==> config.mk <==
export PLATFORM = sky130hd
export DESIGN_NAME = rs_issue_flat
export DESIGN_NICKNAME = d
export VERILOG_FILES = /design/src/rtl/rs_issue_if.sv /design/src/rtl/rs_issue.sv /design/src/flat_wrapper.sv
export SDC_FILE = /design/constraint.sdc
export NUM_CORES = 2
export LEC_CHECK = 0
export CAP_MARGIN = 40
export CORE_MARGIN = 2
export CORE_UTILIZATION = 40
export CTS_CLUSTER_SIZE = 16
export DETAILED_ROUTE_END_ITERATION = 10
export HOLD_SLACK_MARGIN = 0.12
export PLACE_DENSITY = 0.66
export SLEW_MARGIN = 20
export SYNTH_ARGS = -nofsm -noshare
export SYNTH_HDL_FRONTEND = slang
export SYNTH_SLANG_ARGS = --single-unit
export TNS_END_PERCENT = 50
==> constraint.sdc <==
create_clock -name clk -period 36.7 [get_ports clk]
set_input_delay 7.34 -clock clk [delete_from_list [all_inputs] [get_ports clk]]
set_output_delay 7.34 -clock clk [all_outputs]
set_load 0.01 [all_outputs]
==> src/rtl/rs_issue_if.sv <==
// Bundle of dispatch, CDB, issue and status signals between the dispatch/ex side and the reservation station.
// Latency: none, wires only.
// Backpressure: dis_ready from the station, iss_ready from ex.
// Ports: flush; dis_* dispatch bus with dis_valid/dis_ready; cdb_* result broadcast;
//        iss_* issue bus with iss_valid/iss_ready; count (occupied entries).
// Modports: master drives dispatch/CDB/iss_ready; slave is the station.
interface rs_issue_if #(
  parameter int DEPTH = 4,
  parameter int TAG_W = 4
);
  localparam int CW = $clog2(DEPTH) + 1;

  logic             flush;

  logic             dis_valid;
  logic             dis_ready;
  logic [2:0]       dis_unit;
  logic [9:0]       dis_op;
  logic [31:0]      dis_pc;
  logic [TAG_W-1:0] dis_tag;
  logic             dis_rj;
  logic             dis_rk;
  logic [TAG_W-1:0] dis_qj;
  logic [TAG_W-1:0] dis_qk;
  logic [31:0]      dis_vj;
  logic [31:0]      dis_vk;

  logic             cdb_valid;
  logic [TAG_W-1:0] cdb_tag;
  logic [31:0]      cdb_value;

  logic             iss_valid;
  logic             iss_ready;
  logic [2:0]       iss_unit;
  logic [9:0]       iss_op;
  logic [31:0]      iss_pc;
  logic [31:0]      iss_vj;
  logic [31:0]      iss_vk;
  logic [TAG_W-1:0] iss_tag;

  logic [CW-1:0]    count;

  modport master (
    output flush, dis_valid, dis_unit, dis_op, dis_pc, dis_tag,
           dis_rj, dis_rk, dis_qj, dis_qk, dis_vj, dis_vk,
           cdb_valid, cdb_tag, cdb_value, iss_ready,
    input  dis_ready, iss_valid, iss_unit, iss_op, iss_pc,
           iss_vj, iss_vk, iss_tag, count
  );

  modport slave (
    input  flush, dis_valid, dis_unit, dis_op, dis_pc, dis_tag,
           dis_rj, dis_rk, dis_qj, dis_qk, dis_vj, dis_vk,
           cdb_valid, cdb_tag, cdb_value, iss_ready,
    output dis_ready, iss_valid, iss_unit, iss_op, iss_pc,
           iss_vj, iss_vk, iss_tag, count
  );
endinterface

==> src/rtl/rs_issue.sv <==
// Reservation station: holds dispatched ops, captures CDB operands, issues the oldest ready entry to ex.
// Latency: dispatch of a ready op -> iss_valid next cycle; CDB wake at edge t -> issue-eligible after t.
// Backpressure: dis_ready low when full (issue does not free a slot same cycle); iss_* held while !iss_ready.
// Ports: clk, reset (async, active-high); rs (rs_issue_if.slave) carrying flush, dispatch, CDB,
//        issue and count.
module rs_issue #(
  parameter int DEPTH = 4,
  parameter int TAG_W = 4
) (
  input logic       clk,
  input logic       reset,
  rs_issue_if.slave rs
);
  localparam int IW = (DEPTH > 1) ? $clog2(DEPTH) : 1;
  localparam int CW = $clog2(DEPTH) + 1;

  typedef struct packed {
    logic [2:0]       unit;
    logic [9:0]       op;
    logic [31:0]      pc;
    logic [TAG_W-1:0] tag;
    logic             rj;
    logic [TAG_W-1:0] qj;
    logic [31:0]      vj;
    logic             rk;
    logic [TAG_W-1:0] qk;
    logic [31:0]      vk;
  } ent_t;

  ent_t             ent   [DEPTH];
  logic [DEPTH-1:0] busy;
  // older[i][j] = 1 when entry i was dispatched before entry j. A dispatch into
  // k clears row k and sets column k, so the relation is always consistent for
  // busy entries and never wraps, independent of index or dispatch count.
  logic [DEPTH-1:0] older [DEPTH];
  logic [CW-1:0]    count_q;

  logic [DEPTH-1:0] rdy;
  logic [DEPTH-1:0] sel;
  logic [IW-1:0]    free_idx;
  logic             do_dis;
  logic             do_iss;
  logic             byp_j;
  logic             byp_k;
  ent_t             new_ent;
  ent_t             iss_ent;

  always_comb begin
    for (int i = 0; i < DEPTH; i++) begin
      rdy[i] = busy[i] & ent[i].rj & ent[i].rk;
    end
  end

  // An entry is selected when it is ready and no other ready entry is older.
  always_comb begin
    for (int i = 0; i < DEPTH; i++) begin
      sel[i] = rdy[i];
      for (int j = 0; j < DEPTH; j++) begin
        if (rdy[j] && older[j][i]) sel[i] = 1'b0;
      end
    end
  end

  always_comb begin
    free_idx = '0;
    for (int i = DEPTH - 1; i >= 0; i--) begin
      if (!busy[i]) free_idx = IW'(i);
    end
  end

  // Zero when nothing is selected, so the data outputs read 0 out of reset.
  always_comb begin
    iss_ent = '0;
    for (int i = 0; i < DEPTH; i++) begin
      if (sel[i]) iss_ent = ent[i];
    end
  end

  // A producer broadcasting in the dispatch cycle would otherwise be missed.
  always_comb begin
    byp_j = rs.cdb_valid & ~rs.dis_rj & (rs.dis_qj == rs.cdb_tag);
    byp_k = rs.cdb_valid & ~rs.dis_rk & (rs.dis_qk == rs.cdb_tag);
    new_ent      = '0;
    new_ent.unit = rs.dis_unit;
    new_ent.op   = rs.dis_op;
    new_ent.pc   = rs.dis_pc;
    new_ent.tag  = rs.dis_tag;
    new_ent.rj   = rs.dis_rj | byp_j;
    new_ent.qj   = rs.dis_qj;
    new_ent.vj   = byp_j ? rs.cdb_value : rs.dis_vj;
    new_ent.rk   = rs.dis_rk | byp_k;
    new_ent.qk   = rs.dis_qk;
    new_ent.vk   = byp_k ? rs.cdb_value : rs.dis_vk;
  end

  // dis_ready looks only at the registered count: an issue this cycle does not make room.
  assign rs.dis_ready = (count_q < CW'(DEPTH));
  assign rs.iss_valid = (|rdy) & ~rs.flush;
  assign rs.iss_unit  = iss_ent.unit;
  assign rs.iss_op    = iss_ent.op;
  assign rs.iss_pc    = iss_ent.pc;
  assign rs.iss_vj    = iss_ent.vj;
  assign rs.iss_vk    = iss_ent.vk;
  assign rs.iss_tag   = iss_ent.tag;
  assign rs.count     = count_q;

  assign do_dis = rs.dis_valid & rs.dis_ready & ~rs.flush;
  assign do_iss = rs.iss_valid & rs.iss_ready;

  always_ff @(posedge clk or posedge reset) begin
    if (reset) begin
      busy    <= '0;
      count_q <= '0;
      for (int i = 0; i < DEPTH; i++) begin
        ent[i]   <= '0;
        older[i] <= '0;
      end
    end else if (rs.flush) begin
      busy    <= '0;
      count_q <= '0;
    end else begin
      for (int i = 0; i < DEPTH; i++) begin
        if (rs.cdb_valid && busy[i] && !ent[i].rj && (ent[i].qj == rs.cdb_tag)) begin
          ent[i].rj <= 1'b1;
          ent[i].vj <= rs.cdb_value;
        end
        if (rs.cdb_valid && busy[i] && !ent[i].rk && (ent[i].qk == rs.cdb_tag)) begin
          ent[i].rk <= 1'b1;
          ent[i].vk <= rs.cdb_value;
        end
        if (do_iss && sel[i]) busy[i] <= 1'b0;
        if (do_dis) begin
          if (free_idx == IW'(i)) begin
            ent[i]   <= new_ent;
            busy[i]  <= 1'b1;
            older[i] <= '0;
          end else begin
            older[i][free_idx] <= 1'b1;
          end
        end
      end
      case ({do_dis, do_iss})
        2'b10:   count_q <= count_q + CW'(1);
        2'b01:   count_q <= count_q - CW'(1);
        default: count_q <= count_q;
      endcase
    end
  end
endmodule

==> src/flat_wrapper.sv <==
// flat-port wrapper written by rule: the top's interface ports become plain ports
module rs_issue_flat 
#(
  parameter int DEPTH = 4,
  parameter int TAG_W = 4
)
  (clk, reset, rs_flush, rs_dis_valid, rs_dis_unit, rs_dis_op, rs_dis_pc, rs_dis_tag, rs_dis_rj, rs_dis_rk, rs_dis_qj, rs_dis_qk, rs_dis_vj, rs_dis_vk, rs_cdb_valid, rs_cdb_tag, rs_cdb_value, rs_iss_ready, rs_dis_ready, rs_iss_valid, rs_iss_unit, rs_iss_op, rs_iss_pc, rs_iss_vj, rs_iss_vk, rs_iss_tag, rs_count);
  rs_issue_if #(.DEPTH(DEPTH), .TAG_W(TAG_W)) rs_i ();
  input logic clk;
  input logic reset;
  input wire logic [$bits(rs_i.flush)-1:0] rs_flush;
  input wire logic [$bits(rs_i.dis_valid)-1:0] rs_dis_valid;
  input wire logic [$bits(rs_i.dis_unit)-1:0] rs_dis_unit;
  input wire logic [$bits(rs_i.dis_op)-1:0] rs_dis_op;
  input wire logic [$bits(rs_i.dis_pc)-1:0] rs_dis_pc;
  input wire logic [$bits(rs_i.dis_tag)-1:0] rs_dis_tag;
  input wire logic [$bits(rs_i.dis_rj)-1:0] rs_dis_rj;
  input wire logic [$bits(rs_i.dis_rk)-1:0] rs_dis_rk;
  input wire logic [$bits(rs_i.dis_qj)-1:0] rs_dis_qj;
  input wire logic [$bits(rs_i.dis_qk)-1:0] rs_dis_qk;
  input wire logic [$bits(rs_i.dis_vj)-1:0] rs_dis_vj;
  input wire logic [$bits(rs_i.dis_vk)-1:0] rs_dis_vk;
  input wire logic [$bits(rs_i.cdb_valid)-1:0] rs_cdb_valid;
  input wire logic [$bits(rs_i.cdb_tag)-1:0] rs_cdb_tag;
  input wire logic [$bits(rs_i.cdb_value)-1:0] rs_cdb_value;
  input wire logic [$bits(rs_i.iss_ready)-1:0] rs_iss_ready;
  output wire logic [$bits(rs_i.dis_ready)-1:0] rs_dis_ready;
  output wire logic [$bits(rs_i.iss_valid)-1:0] rs_iss_valid;
  output wire logic [$bits(rs_i.iss_unit)-1:0] rs_iss_unit;
  output wire logic [$bits(rs_i.iss_op)-1:0] rs_iss_op;
  output wire logic [$bits(rs_i.iss_pc)-1:0] rs_iss_pc;
  output wire logic [$bits(rs_i.iss_vj)-1:0] rs_iss_vj;
  output wire logic [$bits(rs_i.iss_vk)-1:0] rs_iss_vk;
  output wire logic [$bits(rs_i.iss_tag)-1:0] rs_iss_tag;
  output wire logic [$bits(rs_i.count)-1:0] rs_count;
  assign rs_i.flush = rs_flush;
  assign rs_i.dis_valid = rs_dis_valid;
  assign rs_i.dis_unit = rs_dis_unit;
  assign rs_i.dis_op = rs_dis_op;
  assign rs_i.dis_pc = rs_dis_pc;
  assign rs_i.dis_tag = rs_dis_tag;
  assign rs_i.dis_rj = rs_dis_rj;
  assign rs_i.dis_rk = rs_dis_rk;
  assign rs_i.dis_qj = rs_dis_qj;
  assign rs_i.dis_qk = rs_dis_qk;
  assign rs_i.dis_vj = rs_dis_vj;
  assign rs_i.dis_vk = rs_dis_vk;
  assign rs_i.cdb_valid = rs_cdb_valid;
  assign rs_i.cdb_tag = rs_cdb_tag;
  assign rs_i.cdb_value = rs_cdb_value;
  assign rs_i.iss_ready = rs_iss_ready;
  assign rs_dis_ready = rs_i.dis_ready;
  assign rs_iss_valid = rs_i.iss_valid;
  assign rs_iss_unit = rs_i.iss_unit;
  assign rs_iss_op = rs_i.iss_op;
  assign rs_iss_pc = rs_i.iss_pc;
  assign rs_iss_vj = rs_i.iss_vj;
  assign rs_iss_vk = rs_i.iss_vk;
  assign rs_iss_tag = rs_i.iss_tag;
  assign rs_count = rs_i.count;
  rs_issue #(.DEPTH(DEPTH), .TAG_W(TAG_W)) u_core (.clk(clk), .reset(reset), .rs(rs_i));
endmodule
== Yosys cells after proc, flatten, opt, wreduce, memory -nomap -nowiden ==
Index checks and enable logic that the tools add are counted.

* Word-level logic and storage cells: 219
* Flip-flop bits (word level): 515

* Bitwise gates (word level): 25
* Magnitude comparators: 3
* Eq/ne operators: 15
* Reductions and logical operators: 57
* $add $sub $neg: 2
* Mux-type cells: 71

{| class="wikitable"
|+ Operators with widths
! operator !! count
|-
| $mux 74 || 8
|-
| $mux 123 || 4
|-
| $mux 32 || 10
|-
| $logic_and 1x1->1 || 41
|-
| $eq 4x4->1 || 10
|-
| $mux 1 || 37
|-
| $mux 4 || 5
|-
| $and 1x1->1 || 16
|-
| $or 4x4->4 || 4
|-
| $reduce_and 3->1 || 4
|-
| $logic_not 1->1 || 8
|-
| $mux 2 || 4
|-
| $eq 2x2->1 const B || 3
|-
| $pmux 3 s2 || 1
|-
| $eq 2x1->1 const B || 2
|-
| $reduce_or 4->1 || 1
|-
| $add 3x1->3 const B || 1
|-
| $lt 2x3->1 const B || 1
|-
| $lt 3x3->1 const B || 1
|-
| $mux 3 || 1
|-
| $not 1->1 || 3
|-
| $reduce_bool 3->1 || 1
|-
| $sub 3x1->3 const B || 1
|-
| $demux 1 s2 || 1
|-
| other kinds (4) || 5
|}

== Depth between registers and ports, before layout ==
* Word-level depth: 12
* Gate-level depth with buffers: 10

== Worst setup path before layout ==
OpenSTA, ideal clock, no wires.

* Path kind: input-to-output
* Start: input port rs_flush
* End: output port rs_iss_valid
* Slack: 21,623 ps
* Stages: 2
* Buffers on the path: 1
* Arrival: 7,737 ps
* Cells stage by stage: buf_4 -> a41oi_2

* Longest elaborated chain between the ends: 2

{| class="wikitable"
|+ Ends and longest elaborated chain
! element !! RTL line !! RTL
|-
| start: declaration || flat_wrapper.sv:11 || <nowiki>input wire logic [$bits(rs_i.flush)-1:0] rs_flush;</nowiki>
|-
| $not 1->1 (no line) || -- ||
|-
| $and 1x1->1 || rs_issue.sv:98 || <nowiki>assign rs.iss_valid = (|rdy) & ~rs.flush;</nowiki>
|-
| end: declaration || flat_wrapper.sv:28 || <nowiki>output wire logic [$bits(rs_i.iss_valid)-1:0] rs_iss_valid;</nowiki>
|}

Every way passes these cells.

== Worst setup path in the final report ==
Ends and elaborated chain as after synthesis.

==> results.json <==
{
  "timing.final.crit_share": 0.439,
  "max_cap_viol_count": 0,
  "synthXorXnorAreaFrac": 0.0142,
  "hp-class": "flop to flop",
  "start_util": 0.405,
  "critical_path_class": "input pin to output port",
  "place_hpwl_um": 52900,
  "cts_buffers": 56,
  "synth-compound-area-share": 0.221,
  "synth_flop_cell": "dfrtp_1",
  "tightest_slew_ns": 0.937,
  "synth-seq-area-share": 0.516,
  "seqPwrFrac": 0.475,
  "cp-start-kind": "input pin",
  "drv_slew": 0,
  "antenna_found_initial": 12,
  "cts_setup_buffers": 0,
  "post-route-min-period_ns": 16.13,
  "synth_fa_ha_area_frac": 0.000801,
  "clockBufferDepth": 3,
  "ctsResizeCount": 0,
  "status": "completed",
  "tritoncts": "built",
  "ios": 283,
  "fin_util": 0.493,
  "critPathMaxFanout": 45,
  "syn2layout_area_growth_pct": 21.9,
  "netSwitchingFraction": 0.271,
  "ctsHoldBuffers": 0,
  "grt_pass1_vias": 22957,
  "die_area_um2": 64500,
  "drt_iter0_drc": 2655,
  "power.leakage_uw": 0.0139,
  "yosysUniqueCellTypes": 82,
  "pwr_density_cell_nw_per_um2": 49.3,
  "gp_congestion": 0.851,
  "via_per_inst": 6.21,
  "layout-drive-gt1-share": 0.115,
  "io_buffers": 282,
  "yosys_warnings": 0,
  "synth_cells": 2589,
  "drc": 0,
  "post_drt_wl_per_cell_um": 24.8,
  "synthMuxAreaShare": 0.00190,
  "hold_ws_ns": 0.473,
  "cts.reportedPaths.clkPinSlew_ns": 0.06,
  "die_y_um": 254,
  "cp_slowest_cell": "clkdlybuf4s50_1",
  "cts.htree.levels": 2,
  "insertion_delay_ns": 0.63,
  "grt_pass1_wl_um": 137000,
  "cp_cell_sequence": "buf_2 -> buf_4 -> a41oi_2 -> clkdlybuf4s50_1",
  "timing.fmax_ghz": 0.0620,
  "vias": 22662,
  "ir_drop_mv": 0.0360,
  "synth_top_family_by_area": "compound AO/OA/AOI/OAI gates",
  "rows": 91,
  "dieWidth_um": 254,
  "final.setup.tns_ns": 0,
  "fillerInstances": 5601,
  "coreArea_um2": 61700,
  "finClkSkew_ns": 0.0277,
  "pwr-share-clk": 0.388,
  "syn_avg_cell_area_um2": 9.65,
  "setup_viol": 0,
  "postSynth.asyncResetShare": 1.00,
  "hold_viol": 0,
  "intPower_uw": 1100,
  "track_usage": 0.275,
  "cp.arrival_ns": 8.79,
  "rsz0062_at_grt": "false",
  "cp_top_family": "buffers and inverters",
  "grt_max_degree": 194,
  "p_comb_frac": 0.137,
  "fin_nets": 2928,
  "end_kind": "output port",
  "critPathRequiredTime_ns": 29.36,
  "routed_wl_um": 90400,
  "synth_edf_count": 0,
  "power.switching_uw": 407,
  "slew_headroom": 0.375,
  "syn_area_um2": 25000,
  "cts-root-buf": "clkbuf_16",
  "synth_nets": 2755,
  "overflow": 0,
  "yosys.area_share.simple": 0.180,
  "ys_seq_elements": 515,
  "cp_num_buf_inv": 3,
  "cts_sinks": 515,
  "drtAntennaViolNets": 0,
  "firstDrtPassIters": 9,
  "max_stage_delay_ns": 0.66
}
==> registers in the layout, indices dropped and copies added, names as in the netlist, named ones only <==
register	flops
u_core.ent	492
u_core.older	8
u_core.rs.count	3
u_core.busy	4
==> synth_stat cells, types with 3 or more instances <==
library cell | number | area, um2
or3_1 | 65 | 407
nor2_2 | 3 | 18.8
or2_1 | 3 | 18.8
nor3_1 | 28 | 140
nand2b_1 | 6 | 37.5
nor2_1 | 165 | 619
inv_1 | 103 | 387
buf_1 | 7 | 26.3
clkbuf_1 | 80 | 300
xor2_1 | 6 | 52.6
a21o_1 | 12 | 90.1
and2_1 | 4 | 25.0
buf_6 | 25 | 282
xnor2_1 | 29 | 254
a221oi_1 | 59 | 517
a222oi_1 | 32 | 320
a21oi_1 | 101 | 505
a221oi_2 | 54 | 811
dfrtp_1 | 515 | 12900
o21ai_0 | 30 | 150
and4b_1 | 4 | 40.0
nand3_1 | 42 | 210
o221a_1 | 32 | 360
o32ai_1 | 64 | 561
buf_4 | 27 | 203
buf_2 | 86 | 430
nand2_1 | 681 | 2560
o22ai_1 | 145 | 907
a32o_1 | 8 | 80.1
o221a_2 | 64 | 721
nand4_1 | 19 | 119
a221o_1 | 25 | 250
==> cell usage in the layout (no fill, tap or decap), types with 5 or more instances in the layout <==
cell | synthesis | layout
or3_1 | 65 | 65
xor2_1 | 6 | 6
o32ai_1 | 64 | 64
clkinv_2 | 0 | 9
clkbuf_8 | 0 | 10
o22ai_1 | 145 | 145
bufinv_16 | 0 | 5
nor2_1 | 165 | 162
a221oi_1 | 59 | 59
a21o_1 | 12 | 10
a32o_1 | 8 | 8
nand2_1 | 681 | 680
buf_4 | 27 | 38
xnor2_1 | 29 | 29
inv_1 | 103 | 102
buf_12 | 0 | 8
a21oi_1 | 101 | 101
clkbuf_1 | 80 | 16
buf_16 | 0 | 14
nand4_1 | 19 | 19
nor3_1 | 28 | 28
o221a_2 | 64 | 64
o21ai_0 | 30 | 30
diode_2 | 0 | 8
o221a_1 | 32 | 32
clkbuf_16 | 0 | 57
dfrtp_1 | 515 | 515
nand3_1 | 42 | 42
a221o_1 | 25 | 25
nor2_4 | 2 | 5
clkdlybuf4s50_1 | 0 | 281
a222oi_1 | 32 | 32
a221oi_2 | 54 | 54
==> worst reg2reg max path, cell delays in order, from the launching register on <==
cell and delay, ns:
dfrtp_1 0.79, nand2b_1 0.26, nor2_4 0.33, buf_12 0.25
buf_4 0.44, or2_2 0.77, o221a_2 0.39
==> layer usage <==
| layer | vias up | share of wire | global-route usage |
|---|---|---|---|
| met4 | 18 | 0.043 | 0.123 |
| met1 | 11252 | 0.39 | 0.352 |
| met3 | 294 | 0.11 | 0.0785 |
| met5 | - | 0.0013 | 0 |
| met2 | 1432 | 0.46 | 0.433 |
| li1 | 9666 | - | - |
==> layout make-up <==
type                    instances  area, um2  area share
inverters                     105        402      0.0132
clock inverters                19        259     0.00851
repair buffers                342       3650       0.120
clock buffers                  83       1620      0.0533
flip-flops and latches        515      12900       0.423
multi-input cells            1742      10600       0.347
well taps                     837       1050      0.0344
diodes                          8       20.0    0.000657
==> stage by stage <==
step / total power (uW) / cells / worst slack, ns / instance area [um2]
finish: 1500 / 3651 / 20.57 / 30400
global placement: 907 / 3520 / 20.60 / 28000
global route: 1570 / 3644 / 20.57 / 30400
CTS: 1510 / 3638 / 20.62 / 30300
detailed placement: 923 / 3536 / 20.61 / 28400
floorplan: 840 / 2589 / 14.98 / 25000
==> power by group through the flow <==
stage,clock network [uW],logic [uW],registers (uW)
final,583,206,714
after CTS,591,203,712
after detailed placement,0,202,721
after global routing,616,226,723
after floorplan,0,133,707
after global placement,0,192,715
==> worst paths after layout <==
check                      depth (start not counted)  slack (ns)            start              end
max                                                4       20.57         rs_flush     rs_iss_valid
min                                                2        0.47  u_core.ent[356]  u_core.ent[356]
max reg2reg                                        6       33.42   u_core.busy[1]  u_core.ent[123]
min reg2reg                                        2        0.47  u_core.ent[356]  u_core.ent[356]
max in group asynchronous                          6       27.51            reset   u_core.ent[87]
min in group asynchronous                          2        7.26            reset   u_core.ent[71]
==> cells by family (layout without fill, tap and decap cells) <==
| logic type | count (synthesis) | in the layout |
|---|---|---|
| XOR/XNOR | 38 | 38 |
| buffers and inverters | 332 | 549 |
| AO/OA/AOI/OAI | 649 | 649 |
| AND/OR/NAND/NOR | 1051 | 1051 |
| adder cells (fa/ha/maj) | 1 | 1 |
| multiplexers | 3 | 3 |
| flip-flops | 515 | 515 |
| other | 0 | 8 |
No activity file was read; power rests on OpenSTA's default activity.
